### src/rtl/tid_reorder_buf.sv
// tid_reorder_buf: sits between an in-order master and a slave that tags
// reads with a transaction id and may answer them out of order. Each accepted
// read takes a slot in a circular buffer; responses are matched to slots by
// tid and the head slot is handed back to the master as soon as it has data.
// Writes pass straight through and are not tracked.
module tid_reorder_buf #(
  parameter int DEPTH = 4,
  parameter int TID_W = 2
) (
  input  logic             clk_i,
  input  logic             rst_i,
  // master side
  input  logic             m_req,
  input  logic [31:0]      m_addr,
  input  logic             m_cmd,
  input  logic [31:0]      m_wdata,
  output logic             m_ack,
  output logic             m_resp,
  output logic [31:0]      m_rdata,
  // slave side
  output logic             s_req,
  output logic [31:0]      s_addr,
  output logic             s_cmd,
  output logic [31:0]      s_wdata,
  input  logic             s_ack,
  input  logic [TID_W-1:0] s_reqtid,
  input  logic             s_resp,
  input  logic [TID_W-1:0] s_resptid,
  input  logic [31:0]      s_rdata,
  output logic             err_o
);

  localparam int PTR_W = $clog2(DEPTH);
  localparam int CNT_W = PTR_W + 1;

  logic [PTR_W-1:0] wp_q, rp_q;
  logic [CNT_W-1:0] cnt_q;
  logic [DEPTH-1:0] rcvd_q;
  logic [TID_W-1:0] tid_q  [DEPTH];
  logic [31:0]      data_q [DEPTH];
  logic             m_resp_q;
  logic [31:0]      m_rdata_q;
  logic             err_q;

  logic             full;
  logic             alloc;
  logic             head_rdy;
  logic             bypass;
  logic             deliver;
  logic             found;
  logic             resp_hit;
  logic             fill;
  logic             resp_err;
  logic             dup_err;
  logic [PTR_W-1:0] sel_idx;
  logic [PTR_W-1:0] idx;
  logic [DEPTH-1:0] occ;
  logic [DEPTH-1:0] resp_match;
  logic [DEPTH-1:0] req_match;

  // Request path is a pure pass-through; only reads are throttled by occupancy.
  assign s_addr  = m_addr;
  assign s_cmd   = m_cmd;
  assign s_wdata = m_wdata;
  assign full    = (cnt_q == CNT_W'(DEPTH));
  assign s_req   = m_req & (m_cmd | ~full);
  assign m_ack   = s_req & s_ack;
  assign alloc   = m_req & m_ack & ~m_cmd;

  // Per-slot occupancy (age relative to the head below cnt) and tid matches
  // against the incoming response and the tid of a read being accepted.
  generate
    for (genvar gi = 0; gi < DEPTH; gi++) begin : g_slot
      logic [PTR_W-1:0] age;
      assign age            = PTR_W'(gi) - rp_q;
      assign occ[gi]        = ({1'b0, age} < cnt_q);
      assign resp_match[gi] = occ[gi] & ~rcvd_q[gi] & (tid_q[gi] == s_resptid);
      assign req_match[gi]  = occ[gi] & ~rcvd_q[gi] & (tid_q[gi] == s_reqtid);
    end
  endgenerate

  // Choose the oldest waiting slot matching the response tid, scanning from the head.
  always_comb begin
    found   = 1'b0;
    sel_idx = rp_q;
    idx     = '0;
    for (int k = 0; k < DEPTH; k++) begin
      idx = rp_q + PTR_W'(k);
      if (!found && resp_match[idx]) begin
        found   = 1'b1;
        sel_idx = idx;
      end
    end
  end

  // A response aimed at the waiting head bypasses storage and is delivered directly.
  assign resp_hit = s_resp & found;
  assign bypass   = resp_hit & (sel_idx == rp_q);
  assign fill     = resp_hit & ~bypass;
  assign resp_err = s_resp & ~found;
  assign dup_err  = alloc & (|req_match);
  assign head_rdy = (cnt_q != '0) & rcvd_q[rp_q];
  assign deliver  = head_rdy | bypass;

  // Pointers, occupancy, registered master response and the sticky error flag.
  always_ff @(posedge clk_i or negedge rst_i) begin
    if (!rst_i) begin
      wp_q      <= '0;
      rp_q      <= '0;
      cnt_q     <= '0;
      m_resp_q  <= 1'b0;
      m_rdata_q <= '0;
      err_q     <= 1'b0;
    end else begin
      if (alloc)   wp_q <= wp_q + PTR_W'(1);
      if (deliver) rp_q <= rp_q + PTR_W'(1);
      cnt_q    <= cnt_q + CNT_W'(alloc) - CNT_W'(deliver);
      m_resp_q <= deliver;
      if (deliver) m_rdata_q <= bypass ? s_rdata : data_q[rp_q];
      if (resp_err || dup_err) err_q <= 1'b1;
    end
  end

  // Received flags: cleared on allocation and on delivery, set when a response fills a slot.
  always_ff @(posedge clk_i or negedge rst_i) begin
    if (!rst_i) begin
      rcvd_q <= '0;
    end else begin
      for (int i = 0; i < DEPTH; i++) begin
        if (alloc && wp_q == PTR_W'(i))         rcvd_q[i] <= 1'b0;
        else if (fill && sel_idx == PTR_W'(i))  rcvd_q[i] <= 1'b1;
        else if (deliver && rp_q == PTR_W'(i))  rcvd_q[i] <= 1'b0;
      end
    end
  end

  // Slot payload storage; contents only matter while the slot is occupied.
  always_ff @(posedge clk_i) begin
    if (alloc) tid_q[wp_q]     <= s_reqtid;
    if (fill)  data_q[sel_idx] <= s_rdata;
  end

  assign m_resp  = m_resp_q;
  assign m_rdata = m_rdata_q;
  assign err_o   = err_q;

endmodule
### config.mk
export PLATFORM = sky130hd
export DESIGN_NAME = tid_reorder_buf
export DESIGN_NICKNAME = d
export VERILOG_FILES = /design/src/rtl/tid_reorder_buf.sv
export SDC_FILE = /design/constraint.sdc
export NUM_CORES = 1
export LEC_CHECK = 0
export ABC_AREA = 1
export CAP_MARGIN = 20
export CORE_ASPECT_RATIO = 0.75
export CORE_MARGIN = 1
export CORE_UTILIZATION = 50
export DETAILED_ROUTE_END_ITERATION = 10
export PLACE_DENSITY = 0.9
export REMOVE_ABC_BUFFERS = 1
export SETUP_SLACK_MARGIN = 0.05
export SLEW_MARGIN = 20
export SYNTH_ARGS = -nofsm -noshare
export SYNTH_HDL_FRONTEND = slang
export SYNTH_SLANG_ARGS = --single-unit
### constraint.sdc
create_clock -name clk_i -period 6.35 [get_ports clk_i]
set_clock_uncertainty 0.05 [all_clocks]
set_input_delay 1.27 -clock clk_i [delete_from_list [all_inputs] [get_ports clk_i]]
set_output_delay 1.27 -clock clk_i [all_outputs]
set_load 0.005 [all_outputs]
==> metrics.cfg, run 1 <==
[status]
outcome=finished clean

[global_route]
grt_pass1_vias=5609
grt.total_usage_pct=26.8
grt_max_degree=78
use_met2_pct=37.9
use_met1_pct=34.2
antenna_found_initial=0
busiest_layer=met2
grt_pass1_wl_um=34600
grt-ovfl-total=0
use_met3_pct=16.0

[place]
pre_cts_ws_ns=1.68
gp_congestion=0.857
dpl.hpwl_um=14700
portBuffers=78
place_area_um2=9280

[sta]
post-route-min-period_ns=4.25
drv_slew=0
max-slew-margin-rel_pct=29.9
fmax_mhz=235
period_share_pct=66.9
setup_ws_ns=2.10
rsz0062_at_grt=false
tns_ns=0
setup_viol=0
worst_pin_slew_ns=1.05
hold_viol_final=0

[die]
num_rows=41
ios=207
die_x_um=155
die_y_um=117
start_util_pct=51.6
fp.coreArea_um2=17000
die_area_um2=18100

[clock_network]
cts_buffers=17
cts-htree-levels=4
cts-root-buf=clkbuf_16
post_cts_buffers=0
post_cts_resize_count=0
cts_max_path_buffers=2
path_clk_slew_ns=0.06
cts_tree=yes
postCtsHoldBufs=0
clock-sinks=181
insertion_delay_ns=0.42

[routing]
routed_wl_um=23600
wl_per_cell_um=22.7
dr.pass1.iters=5
vias=5911
drtAntennaViolNets=0
via_per_inst=5.68
drtIter0Drc=595
drc=0

[critical_path]
crit_required_ns=6.40
worstPathMaxFanout=18
critPathMaxStageDelay_ns=0.56
worst-setup-path-type=in2reg
crit_path_frequent_cell=nand2_1
critPathCaptureType=flip-flop
worstPathCellList=clkdlybuf4s50_1 > inv_2 > nand2_1 > nand2_1 > nor2_1 > nand3_1 > nand3_1 > nand2_2 > nand2_1 > nor3_1 > nor2_1 > o211ai_1 > inv_1 > nand2_1 > inv_1 > buf_4
cp_slowest_cell=clkdlybuf4s50_1
start_kind=input pin
critPathArrivalTime_ns=4.31

[run]
maxCapViolCount=0

[power_and_ir_drop]
p_leak_nw=3.88
power.total_mw=5.62
vdd_drop_max_uv=482
powerDensity_nw_per_um2=568

[final_layout]
layout-drive-gt1-share_pct=15.2
final_area_um2=9890
fin_util_pct=58.1
syn_to_final_growth_pct=12.4
final_common_cell=edfxtp_1
nets=911
final_cell_mix=edfxtp_1 (136), inv_1 (99), nor2_1 (82)

[logic_synthesis]
ys_seq_area_share_pct=59.2
syn_area_um2=8790
synth_edf_count=136
synth-main-ff-cell=edfxtp_1
synth.distinct_cells=34
avgSynthCellArea_um2=11.2
syn-instance-count=785
synthArstFlopShare_pct=24.9
synth_seq_cells=181
ys_warn_count=0

[min_path]
hp-class=reg2reg

routing by layer:
metal / routed length [um] / part of all wire, %
met5: 117 / 0.50
met4: 273 / 1.2
met3: 3390 / 14
met2: 10300 / 43
met1: 9600 / 41
cell type report:
type / count / area, um2
flip-flops and latches: 181 / 5210
well taps: 236 / 295
diodes: 1 / 2.50
fillers: 1364 / 7140
multi-input cells: 395 / 2540
repair buffers: 88 / 911
inverters: 107 / 402
clock inverters: 4 / 22.5
clock buffers: 28 / 507
synthesized netlist by cell type (2+ instances only):
cell type | number | share of area (%)
edfxtp_1 | 136 | 46
inv_1 | 99 | 4.2
nor2_1 | 85 | 3.6
nand2_1 | 70 | 3.0
o21ai_0 | 69 | 3.9
buf_4 | 65 | 5.5
dfrtp_1 | 45 | 13
o22ai_1 | 32 | 2.3
o221ai_2 | 31 | 5.3
nand3_2 | 29 | 3.3
clkbuf_1 | 24 | 1.0
nand3_1 | 19 | 1.1
ha_1 | 14 | 2.0
a21oi_1 | 8 | 0.46
buf_6 | 7 | 0.90
inv_2 | 7 | 0.30
xor2_1 | 7 | 0.70
buf_2 | 6 | 0.34
nand2_2 | 6 | 0.43
nor2_2 | 6 | 0.43
xnor2_1 | 4 | 0.40
a32oi_1 | 2 | 0.20
nand4_2 | 2 | 0.28
o211ai_1 | 2 | 0.17
stage by stage:
step | hold slack, ns | instances
3_5_place_dp | 0.417 | 1004
4_1_cts | 0.428 | 1036
3_3_place_gp | 0.431 | 1004
2_1_floorplan | 0.416 | 683
6_report | 0.424 | 1040
5_1_grt | 0.453 | 1039
critical path: cells and delay by family:
kind                   cells  cell delay [ns]
AO/OA/AOI/OAI              1             0.23
buffers and inverters      5             1.66
AND/OR/NAND/NOR           10             1.12
flip-flops by register name (all words and copies together), names as in the netlist:
| signal | count |
|---|---|
| cnt_q | 3 |
| data_q | 128 |
| err_o | 1 |
| m_rdata | 32 |
| m_resp | 1 |
| rcvd_q | 4 |
| rp_q | 2 |
| tid_q | 8 |
| wp_q | 2 |
where the power goes:
part | switching [mW] | internal (mW)
clock network | 0.413 | 0.541
logic | 1.72 | 1.03
registers | 0.161 | 1.76
total | 2.30 | 3.33
worst paths after layout:
path / from / end / slack [ns] / cells after the start
worst max-delay path: s_resptid[1] / data_q[1][28] / 2.10 / 16
worst min-delay path: err_o / err_o / 0.42 / 1
worst max register to register: rp_q[1] / data_q[1][28] / 2.35 / 17
worst min register to register: err_o / err_o / 0.42 / 1
max in group asynchronous: rst_i / rp_q[0] / 4.84 / 2
min in group asynchronous: rst_i / m_rdata[14] / 0.91 / 2
cell families after synthesis:
family / share of synthesized area (%)
compound gates: 12.7
xor+xnor: 1.10
fa+ha+maj: 2.22
buf+inv: 12.4
flops: 59.2
simple gates: 12.4
(Power assumes the default switching activity.)
==> run 2, diff against run 1 <==
Settings changed: CORE_UTILIZATION 50 to 46, PLACE_DENSITY 0.9 to 0.88.
Clock period 6.35 ns to 3.52 ns, I/O delays scaled along.
==> run 2 against run 1 <==
  * Power up 100%
  * Register-to-register slack worse by 2.3 ns
  * Via count increased by 5.0%
  * Non-clock buffer count up 40
  * Critical path type is now reg2reg
==> metrics.cfg, run 2 (synthesized netlist as in run 1, its figures left out) <==
[routing]
drtAntennaViolNets=0  ; unchanged
drtIter0Drc=593  ; -0.34%
dr.pass1.iters=6  ; +1
drc=0  ; unchanged
via_per_inst=5.69  ; +0.19%
vias=6207  ; +5.0%
routed_wl_um=24800  ; +5.1%
wl_per_cell_um=22.8  ; +0.32%

[critical_path]
critPathMaxStageDelay_ns=0.37  ; -0.19 ns
cp_slowest_cell=dfrtp_1
worst-path-buf-inv=3  ; -2
reg2regPathDepth=23  ; +6
critPathCaptureType=flip-flop
start_kind=flip-flop
critPathArrivalTime_ns=3.76  ; -0.55 ns
r2r-start=rp_q[1]
critPathCapture=cnt_q[2]
crit_required_ns=3.77  ; -2.63 ns
worstPathCellList=inv_2 > ha_4 > inv_4 > ha_4 > nand2_2 > nor2_4 > nor2_4 > nand3_2 > nand2_1 > nand2_1 > nand2_2 > nand3_2 > nand3_2 > nand3_2 > nand2_2 > nand2_2 > nand4_4 > nand2_4 > ha_4 > inv_2 > ha_4 > fa_2 > xor2_1
worst-path-stages=23  ; +7
reg2reg_slack_ns=0.01  ; -2.34 ns
cp_top_family=simple AND/OR/NAND/NOR gates
worstPathMaxFanout=4  ; -14
r2r-end=cnt_q[2]
cp-startpoint=rp_q[1]
worst-setup-path-type=reg2reg

[clock_network]
cts-htree-levels=4  ; unchanged
cts_tree=yes
cts_buffers=17  ; unchanged
path_clk_slew_ns=0.06  ; about the same
cts-root-buf=clkbuf_16
cts_max_path_buffers=2  ; unchanged
insertion_delay_ns=0.42  ; about the same
clock-sinks=181  ; unchanged

[power_and_ir_drop]
p_seq_share_pct=30.6  ; -3.5 points
powerDensity_nw_per_um2=1070  ; +88%
p_comb_share_pct=53.7  ; +4.8 points
swShare_pct=40.8  ; about the same
intPower_mw=6.68  ; +100%
p_leak_nw=4.14  ; +6.6%
vdd_drop_max_uv=927  ; +92%
power.switching_mw=4.60  ; +100%
power.total_mw=11.3  ; +100%
p_clk_share_pct=15.6  ; -1.4 points

[final_layout]
syn_to_final_growth_pct=19.7
largest_register_ffs=128  ; unchanged
nFillCells=1474  ; +8.1%
fin_util_pct=56.6  ; -1.5 points
final_common_cell=edfxtp_1
multi_input_area_um2=2770  ; +9.3%
nets=951  ; +4.4%
regArea_um2=5210  ; unchanged
largest_register=data_q
layout-drive-gt1-share_pct=24.0  ; +8.8 points
final_cell_mix=edfxtp_1 (136), inv_1 (95), nor2_1 (78)
diodes=0  ; -1

[die]
start_util_pct=47.2  ; -4.4 points
ios=207  ; unchanged
num_rows=43  ; +4.9%
fp.coreArea_um2=18600  ; +9.3%
die_area_um2=19700  ; +8.6%
die_x_um=162  ; +4.2%
die_y_um=122  ; +4.2%

[sta]
worst_pin_slew_ns=1.07  ; +0.0206 ns
fmax_mhz=285
setup_viol=0  ; unchanged
post-route-min-period_ns=3.51
period_share_pct=99.6
hold_slack_ns=0.358  ; -0.0662 ns
hold_viol_final=0  ; unchanged
max-slew-margin-rel_pct=28.7  ; -1.2 points
rsz0062_at_grt=true
drv_slew=0  ; unchanged

[run]
maxCapViolCount=0  ; unchanged

[status]
outcome=finished clean

[global_route]
grt_pass1_vias=5648  ; +0.70%
grt_max_degree=73  ; -6.4%
antenna_found_initial=1  ; +1
grt-ovfl-total=0  ; unchanged
grt_pass1_wl_um=35000  ; +1.2%
grt.total_usage_pct=24.5  ; -2.2 points

[min_path]
hp-class=in2async

[place]
gp_congestion=0.859  ; +0.15%
portBuffers=78  ; unchanged
dpl.hpwl_um=15100  ; +2.3%

run 2: what timing repair did:
| action | CTS | global route |
|---|---|---|
| hold buffers | 0 | 0 |
| gates cloned | 0 | 3 |
| setup endpoints to repair | 3 | 165 |
| pin swaps | 15 | 22 |
| buffers inserted | 7 | 10 |
| resized for setup | 18 | 35 |
run 2: area by class of cell:
cell class / instances / area share, %
Multi-Input combinational cell: 395 / 26.3
Timing Repair Buffer: 128 / 12.1
Clock buffer: 23 / 4.44
Inverter: 107 / 3.87
Clock inverter: 9 / 0.749
Sequential cell: 181 / 49.5
Tap cell: 247 / 2.94
run 2: routing by layer:
| layer | vias to the layer above | share of wire, % | track usage (%) |
|---|---|---|---|
| met5 | - | 0.77 | 8.59 |
| met4 | 8 | 1.4 | 5.01 |
| met3 | 43 | 14 | 14.2 |
| met2 | 411 | 44 | 35.9 |
| met1 | 3029 | 40 | 30.7 |
| li1 | 2716 | - | - |
run 2: worst min-delay path by stage:
| stage | from | to | cells past startpoint |
|---|---|---|---|
| after detailed placement | err_o | err_o | 1 |
| after CTS | rst_i | m_rdata[28] | 1 |
| after floorplan | rst_i | cnt_q[0] | 0 |
| after global routing | rst_i | m_rdata[29] | 1 |
| final | rst_i | m_rdata[29] | 1 |
| after global placement | err_o | err_o | 1 |
run 2: worst reg2reg max path, stage by stage (launching register included):
cell     delay, ns
dfrtp_1       0.37
inv_2         0.06
ha_4          0.32
inv_4         0.05
ha_4          0.23
nand2_2       0.08
nor2_4        0.04
nor2_4        0.16
nand3_2       0.12
nand2_1       0.11
nand2_1       0.07
nand2_2       0.14
nand3_2       0.11
nand3_2       0.10
nand3_2       0.09
nand2_2       0.08
nand2_2       0.07
nand4_4       0.11
nand2_4       0.07
ha_4          0.26
inv_2         0.04
ha_4          0.15
fa_2          0.36
xor2_1        0.15
run 2: power by group through the flow:
stage / registers (mW) / logic, mW / clock network [mW]
3_5_place_dp: 3.48 / 5.14 / 0
4_1_cts: 3.44 / 5.45 / 1.77
3_3_place_gp: 3.46 / 4.94 / 0
2_1_floorplan: 3.57 / 3.13 / 0
5_1_grt: 3.52 / 6.54 / 1.87
6_report: 3.46 / 6.06 / 1.76
run 2: metrics by stage:
stage               setup slack, ns  cell area [um2]  std cells  TNS (ns)
floorplan                     -3.62             8110        683   -401.15
global placement             -0.171             9510       1038    -0.236
detailed placement           -0.387             9510       1038    -12.14
CTS                          0.0362            10200       1077         0
global route                -0.0835            10500       1090     -1.63
finish                       0.0129            10500       1090         0
